--- src/rtl/sonar_pkg.sv ---
// Shared types and constants for the sonar moving-average filter.
package sonar_pkg;

    localparam int SAMPLE_W = 8;
    localparam logic [SAMPLE_W-1:0] ZERO_SAMPLE = '0;

    typedef enum logic [1:0] {
        ST_IDLE = 2'd0,
        ST_FILL = 2'd1,
        ST_RUN  = 2'd2
    } state_e;

endpackage

--- src/rtl/sonar_ring_sum.sv ---
// Ring buffer of the last 2^LOG2_DEPTH samples with a running sum.
module sonar_ring_sum
    import sonar_pkg::*;
#(
    parameter int LOG2_DEPTH = 2
) (
    input  logic                           clk,
    input  logic                           reset_n,
    input  logic                           clear,
    input  logic                           wr,
    input  logic [SAMPLE_W-1:0]            din,
    output logic [SAMPLE_W+LOG2_DEPTH-1:0] sum_next,
    output logic                           full,
    output logic                           fill_last
);

    localparam int DEPTH = 1 << LOG2_DEPTH;
    localparam int SW    = SAMPLE_W + LOG2_DEPTH;
    localparam logic [LOG2_DEPTH:0] CNT_FULL = (LOG2_DEPTH+1)'(DEPTH);

    logic [SAMPLE_W-1:0]   mem_q [DEPTH];
    logic [LOG2_DEPTH-1:0] wr_ptr_q, wr_ptr_d;
    logic [LOG2_DEPTH:0]   count_q, count_d;
    logic [SW-1:0]         sum_q, sum_d;
    logic [SAMPLE_W-1:0]   old;

    always_comb begin
        full      = (count_q == CNT_FULL);
        fill_last = (count_q == CNT_FULL - 1'b1);
        // While filling, the slot being written holds nothing counted in the sum
        old       = full ? mem_q[wr_ptr_q] : '0;
        sum_next  = sum_q;
        wr_ptr_d  = wr_ptr_q;
        count_d   = count_q;
        if (wr) begin
            sum_next = sum_q + SW'(din) - SW'(old);
            wr_ptr_d = wr_ptr_q + 1'b1;
            count_d  = full ? count_q : count_q + 1'b1;
        end
        sum_d = sum_next;
        if (clear) begin
            sum_d    = '0;
            wr_ptr_d = '0;
            count_d  = '0;
        end
    end

    always_ff @(posedge clk or negedge reset_n) begin
        if (!reset_n) begin
            wr_ptr_q <= '0;
            count_q  <= '0;
            sum_q    <= '0;
        end else begin
            wr_ptr_q <= wr_ptr_d;
            count_q  <= count_d;
            sum_q    <= sum_d;
        end
    end

    always_ff @(posedge clk) begin
        if (wr && !clear) begin
            mem_q[wr_ptr_q] <= din;
        end
    end

endmodule

--- src/rtl/sonar_filter.sv ---
// Sonar distance moving-average filter with hysteresis proximity flag.
// Optional zero-sample rejection and flush: define SONAR_FILT_ZERO_REJECT_EN.
module sonar_filter
    import sonar_pkg::*;
#(
    parameter int LOG2_DEPTH = 2,
    parameter int ZERO_LIMIT = 3
) (
    input  logic                clk,
    input  logic                reset_n,
    input  logic                en,
    input  logic [SAMPLE_W-1:0] dist_in,
    input  logic                valid_in,
    input  logic [SAMPLE_W-1:0] thresh_lo,
    input  logic [SAMPLE_W-1:0] thresh_hi,
    output logic [SAMPLE_W-1:0] dist_avg,
    output logic                avg_valid,
    output logic                primed,
    output logic                near,
    output logic                out_of_range
);

    localparam int SW = SAMPLE_W + LOG2_DEPTH;

    state_e              state_q, state_d;
    logic [SAMPLE_W-1:0] dist_avg_q, dist_avg_d;
    logic                avg_valid_q, avg_valid_d;
    logic                near_q, near_d;
    logic                accept, wr, flush, clear, pulse;
    logic [SW-1:0]       sum_next;
    logic                full, fill_last;
    logic [SAMPLE_W-1:0] avg_new;

`ifdef SONAR_FILT_ZERO_REJECT_EN
    localparam int ZW = $clog2(ZERO_LIMIT + 1);
    logic [ZW-1:0] zcnt_q, zcnt_d;
    logic          oor_q, oor_d;
    logic          is_zero;

    always_comb begin
        is_zero = (dist_in == ZERO_SAMPLE);
        wr      = accept & ~is_zero;
        zcnt_d  = zcnt_q;
        flush   = 1'b0;
        if (!en) begin
            zcnt_d = '0;
        end else if (accept) begin
            if (!is_zero) begin
                zcnt_d = '0;
            end else if (zcnt_q < ZW'(ZERO_LIMIT)) begin
                // Flush only on the zero that reaches the limit
                zcnt_d = zcnt_q + 1'b1;
                flush  = (zcnt_d == ZW'(ZERO_LIMIT));
            end
        end
        oor_d = oor_q;
        if (!en) oor_d = 1'b0;
        else if (flush) oor_d = 1'b1;
        else if (pulse) oor_d = 1'b0;
    end

    always_ff @(posedge clk or negedge reset_n) begin
        if (!reset_n) begin
            zcnt_q <= '0;
            oor_q  <= 1'b0;
        end else begin
            zcnt_q <= zcnt_d;
            oor_q  <= oor_d;
        end
    end

    assign out_of_range = oor_q;
`else
    always_comb begin
        wr    = accept;
        flush = 1'b0;
    end

    assign out_of_range = 1'b0;
`endif

    sonar_ring_sum #(
        .LOG2_DEPTH(LOG2_DEPTH)
    ) u_ring (
        .clk      (clk),
        .reset_n  (reset_n),
        .clear    (clear),
        .wr       (wr),
        .din      (dist_in),
        .sum_next (sum_next),
        .full     (full),
        .fill_last(fill_last)
    );

    always_comb begin
        accept      = en & valid_in & (state_q != ST_IDLE);
        clear       = ~en | flush;
        pulse       = wr & (full | fill_last);
        avg_new     = sum_next[SW-1:LOG2_DEPTH];
        state_d     = state_q;
        dist_avg_d  = dist_avg_q;
        avg_valid_d = 1'b0;
        near_d      = near_q;
        if (!en) begin
            state_d    = ST_IDLE;
            dist_avg_d = '0;
            near_d     = 1'b0;
        end else if (flush) begin
            state_d     = ST_FILL;
            dist_avg_d  = '0;
            avg_valid_d = 1'b1;
            near_d      = 1'b0;
        end else begin
            if (state_q == ST_IDLE) state_d = ST_FILL;
            if (pulse) begin
                state_d     = ST_RUN;
                dist_avg_d  = avg_new;
                avg_valid_d = 1'b1;
                if (avg_new < thresh_lo) near_d = 1'b1;
                else if (avg_new > thresh_hi) near_d = 1'b0;
            end
        end
    end

    always_ff @(posedge clk or negedge reset_n) begin
        if (!reset_n) begin
            state_q     <= ST_IDLE;
            dist_avg_q  <= '0;
            avg_valid_q <= 1'b0;
            near_q      <= 1'b0;
        end else begin
            state_q     <= state_d;
            dist_avg_q  <= dist_avg_d;
            avg_valid_q <= avg_valid_d;
            near_q      <= near_d;
        end
    end

    assign dist_avg  = dist_avg_q;
    assign avg_valid = avg_valid_q;
    assign near      = near_q;
    assign primed    = (state_q == ST_RUN);

endmodule
--- config.mk ---
export PLATFORM = sky130hd
export DESIGN_NAME = sonar_filter
export DESIGN_NICKNAME = d
export VERILOG_FILES = /design/src/rtl/sonar_pkg.sv /design/src/rtl/sonar_ring_sum.sv /design/src/rtl/sonar_filter.sv
export SDC_FILE = /design/constraint.sdc
export NUM_CORES = 1
export LEC_CHECK = 0
export ABC_CLOCK_PERIOD_IN_PS = 13400
export BUFFER_PORTS_ARGS = -buffer_cell sky130_fd_sc_hd__buf_2
export CORE_UTILIZATION = 23
export CTS_CLUSTER_DIAMETER = 30
export DETAILED_ROUTE_END_ITERATION = 7
export GPL_TIMING_DRIVEN = 0
export SYNTH_ARGS = -nofsm -noshare
export SYNTH_HDL_FRONTEND = slang
export SYNTH_SLANG_ARGS = --single-unit
export TNS_END_PERCENT = 1
--- constraint.sdc ---
create_clock -name clk -period 13.4 [get_ports clk]
set_clock_uncertainty 0.2 [all_clocks]
set_input_delay 0.67 -clock clk [delete_from_list [all_inputs] [get_ports clk]]
set_output_delay 0.67 -clock clk [all_outputs]
set_load 0.02 [all_outputs]
# Yosys cells after proc, flatten, opt, wreduce, memory -nomap -nowiden
# Memories as Yosys holds them, arrays and structs flattened.
# Index checks and enable logic that the tools add are counted.
[word_totals]
register_bits = 27
ram_bits = 32
in_bits = 28
out_inout_bits = 12
elab_cells = 53
n_memories = 1
[memory_table]
columns = ["memory", "words", "word_bits", "rd", "rd_clocked_by_memory_dff", "write_ports", "line_no", "rtl"]
rows = [
  ["u_ring.mem_q", 4, 8, 1, 0, 1, "sonar_ring_sum.sv:21", "logic [SAMPLE_W-1:0] mem_q [DEPTH];"],
]
[op_classes]
addsub = 4
magnitude_cmp = 2
n_eq_ne = 8
mux = 21
bitwise = 4
n_reduce_logical = 5
[ops]
columns = ["op", "n"]
rows = [
  ["$mux W8", 3],
  ["$mux W10", 2],
  ["$add A10 B8 Y10", 1],
  ["$mux W2", 5],
  ["$sub A10 B8 Y10", 1],
  ["$mux W3", 3],
  ["$gt A8 B8 Y1", 1],
  ["$lt A8 B8 Y1", 1],
  ["$mux W1", 8],
  ["$ne A3 B1 Y1 const B", 2],
  ["$ne A2 B1 Y1 const B", 2],
  ["$reduce_and A2 Y1", 2],
  ["$add A3 B1 Y3 const B", 1],
  ["$and A1 B1 Y1", 3],
  ["$eq A3 B2 Y1 const B", 1],
  ["$eq A3 B3 Y1 const B", 1],
  ["$add A2 B1 Y2 const B", 1],
  ["$eq A2 B2 Y1 const B", 1],
  ["$logic_not A2 Y1", 1],
  ["$ne A2 B2 Y1 const B", 1],
  ["$reduce_bool A2 Y1", 1],
  ["$logic_and A1 B1 Y1", 1],
  ["$or A1 B1 Y1", 1],
]

# Logic depth before layout (Yosys ltp)
[logic_depth]
ltp_word = 9
depth_mapped = 21
depth_no_buf = 20

# By module
# Synthesis repeated with hierarchy kept, for this count alone.
[hier_totals]
hier_cells = 313
hier_area_um2 = 3537.1
[modules_own_cells]
columns = ["mod", "instances", "cells_per_inst", "area_per_inst_um2", "seq_area_each_um2"]
rows = [
  ["sonar_ring_sum", 1, 224, 2673.8, 1336.3],
  ["sonar_filter", 1, 89, 863.3, 300.3],
]

# Worst setup path after synthesis
# No wires, ideal clock.
[synth_timing]
kind = "reg2reg"
from = "reg u_ring.wr_ptr_q[0]"
to = "reg near_q, in the netlist near"
setup_time_ns = 0.122
t_arrival_ns = 4.207
required_ns = 13.078
path_slack_ns = 8.871
path_stages_with_launch = 18
n_path_buf = 1
synth_period_minus_slack_ns = 4.529
cell_sequence = "dfrtp_1 > buf_2 > mux4_2 > nor2b_1 > fa_1 > inv_1 > fa_1 > a211oi_1 > o21bai_1 > a31o_2 > a21oi_1 > xor2_1 > o21ai_0 > ha_1 > nand3_1 > a211oi_1 > o31ai_1 > a32o_1"
[synth_via]
elab_chain_cells = 8
elab_cells_between_ends = 11
cone_classes = "1 x add/sub; 2 x order compare; 1 x eq/ne; 5 x mux; 1 x reduce/logical; 1 x memory"
[synth_lines]
columns = ["element", "line_no", "rtl"]
rows = [
  ["start: declaration", "sonar_ring_sum.sv:22", "logic [LOG2_DEPTH-1:0] wr_ptr_q, wr_ptr_d;"],
  ["start signal: assignment", "sonar_ring_sum.sv:54", "wr_ptr_q <= wr_ptr_d;"],
  ["$mem_v2 Z4 W8 *", "-", ""],
  ["$mux W8 *", "sonar_ring_sum.sv:31", "old = full ? mem_q[wr_ptr_q] : '0;"],
  ["$sub A10 B8 Y10 *", "sonar_ring_sum.sv:36", "sum_next = sum_q + SW'(din) - SW'(old);"],
  ["$mux W10 *", "sonar_ring_sum.sv:35", "if (wr) begin"],
  ["$lt A8 B8 Y1", "sonar_filter.sv:119", "if (avg_new < thresh_lo) near_d = 1'b1;"],
  ["$mux W1", "sonar_filter.sv:119", ""],
  ["$mux W1", "sonar_filter.sv:115", "if (pulse) begin"],
  ["$mux W1", "sonar_filter.sv:104", "if (!en) begin"],
  ["end signal: assignment", "sonar_filter.sv:135", "near_q <= near_d;"],
  ["end: declaration", "sonar_filter.sv:28", "logic near_q, near_d;"],
]
# Every way passes the cells marked *; elsewhere a longest branch is shown, timed or not. The select of a mux whose other input is x is not followed.
# A chain may end at the register's enable or synchronous reset.

# Final worst setup path
[layout_timing]
from = "reg u_ring.wr_ptr_q[1]"
to = "reg near_q, in the netlist near"
# The elaborated chain is that of the path after synthesis.

==> results.sh <==
export IMPL_status="finished, final reports clean"
export IMPL_ys_seq_area_share_pct=46.3
export IMPL_crit_type="reg2reg"
export IMPL_p_int_w=0.000400
export IMPL_h_tree_depth=3
export IMPL_synth_mux_area_fraction_pct=6.26
export IMPL_first_pass_iters=4
export IMPL_switching_share_pct=26.4
export IMPL_setup_ws_ps=8260
export IMPL_grt_pass1_vias=2678
export IMPL_drive_above_1_share_pct=17.9
export IMPL_worstSkewPairLatency_ps=330
export IMPL_diodes=0
export IMPL_cts_resized=0
export IMPL_pre_cts_slack_ps=8260
export IMPL_finalInstanceArea_um2=4290
export IMPL_r2r_slack_ps=8260
export IMPL_vdd_drop_max_uv=87.6
export IMPL_setup_viol=0
export IMPL_synth_most_common_cell="inv_1"
export IMPL_synthTopCellsByCount="inv_1, nand2_1, edfxtp_1"
export IMPL_setup_worst_path_start_class="flip-flop"
export IMPL_fin_tns_setup_ps=0
export IMPL_cap_violations=0
export IMPL_die_x_um=126
export IMPL_core_area_um2=14800
export IMPL_synth_area_um2=3540
export IMPL_p_per_area_nw_per_um2=127
export IMPL_dp_hpwl_um=6040
export IMPL_netlist_instances=325
export IMPL_finalHoldViolations=0
export IMPL_ioPinCount=40
export IMPL_hp_class="in2async"
export IMPL_crit_path_max_fanout=10
export IMPL_numPortBuffers=38
export IMPL_p_seq_share_pct=36.7
export IMPL_cp_required_ps=13410
export IMPL_totalWireLength_um=7790
export IMPL_cts_tree="yes"
export IMPL_timing_hold_ws_ps=156
export IMPL_ys_warn_count=0
export IMPL_cts_root_buf="clkbuf_16"
export IMPL_area_growth_pct=21.1
export IMPL_synth_edff_count=32
export IMPL_rsz0062_at_grt="no"
export IMPL_clockBufferDepth=2
export IMPL_syn_area_per_cell_um2=10.9
export IMPL_comb_power_share_pct=17.7
export IMPL_p_sw_w=0.000144
export IMPL_p_leak_nw=1.94
export IMPL_grt_usage_pct=10.8
export IMPL_finalCriticalPeriod_ps=5140
export IMPL_clock_sinks=59
export IMPL_postCtsHoldBufs=0
export IMPL_antenna_found_initial=0
export IMPL_grt_pass1_wl_um=13200
export IMPL_synth_compound_area_share_pct=11.2
export IMPL_synth_top_cell_area_share_pct=27.2
export IMPL_synth_area_leaders="edfxtp_1, dfrtp_1, ha_1, inv_1, mux4_2"
export IMPL_yosys_area_share_simple_pct=11.7
export IMPL_cts_setup_buffers=0
export IMPL_gp_congestion=0.846
export IMPL_max_freq_mhz=195
export IMPL_first_iter_violations=143
export IMPL_postRouteAntennaNets=0
export IMPL_nets=441
export IMPL_final_max_slew_viol_count=0
export IMPL_reg2regPathDepth=17
export IMPL_synth_top_family_by_area="adder cells"
export IMPL_die_height_um=126
export IMPL_gr_total_overflow=0
export IMPL_start_util_pct=24.0
export IMPL_pwr_share_clk_pct=45.6
export IMPL_max_slew_worst_pin_slew_ps=712
export IMPL_async_flop_share_pct=45.8
export IMPL_clk_pin_slew_ps=50
export IMPL_cts_buffers=9
export IMPL_yosysTopAreaCell="edfxtp_1"
export IMPL_dpl_cell_area_um2=3960
export IMPL_grt_max_degree=28
export IMPL_vias=2468
export IMPL_wl_per_cell_um=13.8
export IMPL_synth_xor_area_share_pct=1.98
export IMPL_die_area_um2=15900
export IMPL_syn_nets=392
export IMPL_slew_limit_headroom_pct=52.2
export IMPL_arrival_ps=5150
export IMPL_synthFlopType="edfxtp_1"
export IMPL_synth_distinct_cells=44
export IMPL_post_route_period_util_pct=38.3
export IMPL_fillCellCount=1530
export IMPL_rows=44
export IMPL_drc=0
export IMPL_synth_seq_cells=59
export IMPL_crit_path_end_kind="flip-flop"
export IMPL_avgViaCountPerCell=4.38
export IMPL_synthAdderAreaFrac_pct=15.5
-- area by class of cell --
type,instances,area [µm²],area share [%]
clock buffer,9,225,5.25
clock inverter,7,103,2.39
tap,184,230,5.37
multi-input combinational,202,1650,38.6
buffer,10,45.0,1.05
sequential,59,1640,38.2
timing repair buffer,38,190,4.44
inverter,54,203,4.73
-- critical path: stages (launching register included) --
cell and delay, ps:
dfrtp_1 370, clkbuf_1 500, mux4_2 410, nor2b_1 160
fa_1 500, inv_1 70, fa_1 480, a211oi_1 250
o21bai_1 140, a31o_2 260, a21oi_1 160, xor2_1 220
o21ai_0 190, ha_1 370, nand3_1 110, a211oi_1 240
o31ai_1 130, a32o_1 260
-- sequential cells by signal, indices dropped and copies added, names as in the netlist --
name             flops
near                 1
avg_valid            1
u_ring.sum_q        10
u_ring.mem_q        32
u_ring.count_q       3
u_ring.wr_ptr_q      2
state_q              2
dist_avg             8
-- per-layer routing --
layer  vias up  share of wire [%]  track usage, %
met5         -                  0               0
met4         0                1.5            3.69
met3        11                3.2            2.38
met2        41                 49            18.6
met1      1200                 46            13.2
li1       1216                  -               -
-- placed cells by master, fill, tap and decap left out, drive strengths merged, types with 3 or more instances in the layout --
| cell | synthesis | layout |
|---|---|---|
| nand2 | 35 | 35 |
| edfxtp | 32 | 32 |
| a21boi | 10 | 10 |
| mux2i | 3 | 3 |
| dfrtp | 27 | 27 |
| xnor2 | 5 | 5 |
| nand3 | 6 | 6 |
| o21ai | 14 | 14 |
| mux4 | 8 | 8 |
| ha | 31 | 31 |
| clkbuf | 6 | 15 |
| nor2 | 5 | 5 |
| a21oi | 11 | 11 |
| a21o | 4 | 4 |
| o211ai | 3 | 3 |
| and3 | 5 | 5 |
| nor2b | 14 | 14 |
| fa | 8 | 8 |
| buf | 4 | 42 |
| xor2 | 3 | 3 |
| and2 | 8 | 8 |
| clkinv | 0 | 4 |
| inv | 54 | 54 |
| a211oi | 4 | 4 |
| nor3b | 3 | 3 |
-- power groups by stage --
stage / Clock (W) / Combinational, W / Sequential (W)
5_1_grt: 0.000260 / 0.000111 / 0.000200
4_1_cts: 0.000254 / 0.0000965 / 0.000200
6_report: 0.000248 / 0.0000960 / 0.000200
3_3_place_gp: 0 / 0.0000925 / 0.000203
2_1_floorplan: 0 / 0.0000694 / 0.000202
3_5_place_dp: 0 / 0.0000958 / 0.000203
-- path summary, 6_finish.rpt --
kind,endpoint,startpoint
min in group clk,dist_avg[5],dist_avg[5]
hold reg to reg,dist_avg[5],dist_avg[5]
max in group asynchronous,u_ring.sum_q[0],reset_n
setup / recovery,near,u_ring.wr_ptr_q[1]
setup reg to reg,near,u_ring.wr_ptr_q[1]
hold / removal,state_q[0],reset_n
-- kinds of logic (layout without fill, tap and decap cells) --
family          after synthesis  count (layout)
mux                          12              12
flops                        59              59
simple gates                 83              83
fa+ha+maj                    39              39
compound gates               59              59
other cells                   1               1
buf+inv                      64             118
xor+xnor                      8               8
-- through the flow --
step,instances,total power (W),utilization [%]
floorplan,325,0.000272,-
global placement,547,0.000295,26.8
detailed placement,547,0.000299,26.8
CTS,563,0.000550,29.1
global route,563,0.000571,29.1
finish,563,0.000544,29.1
Note: power is estimated with default switching activity, not from simulation.
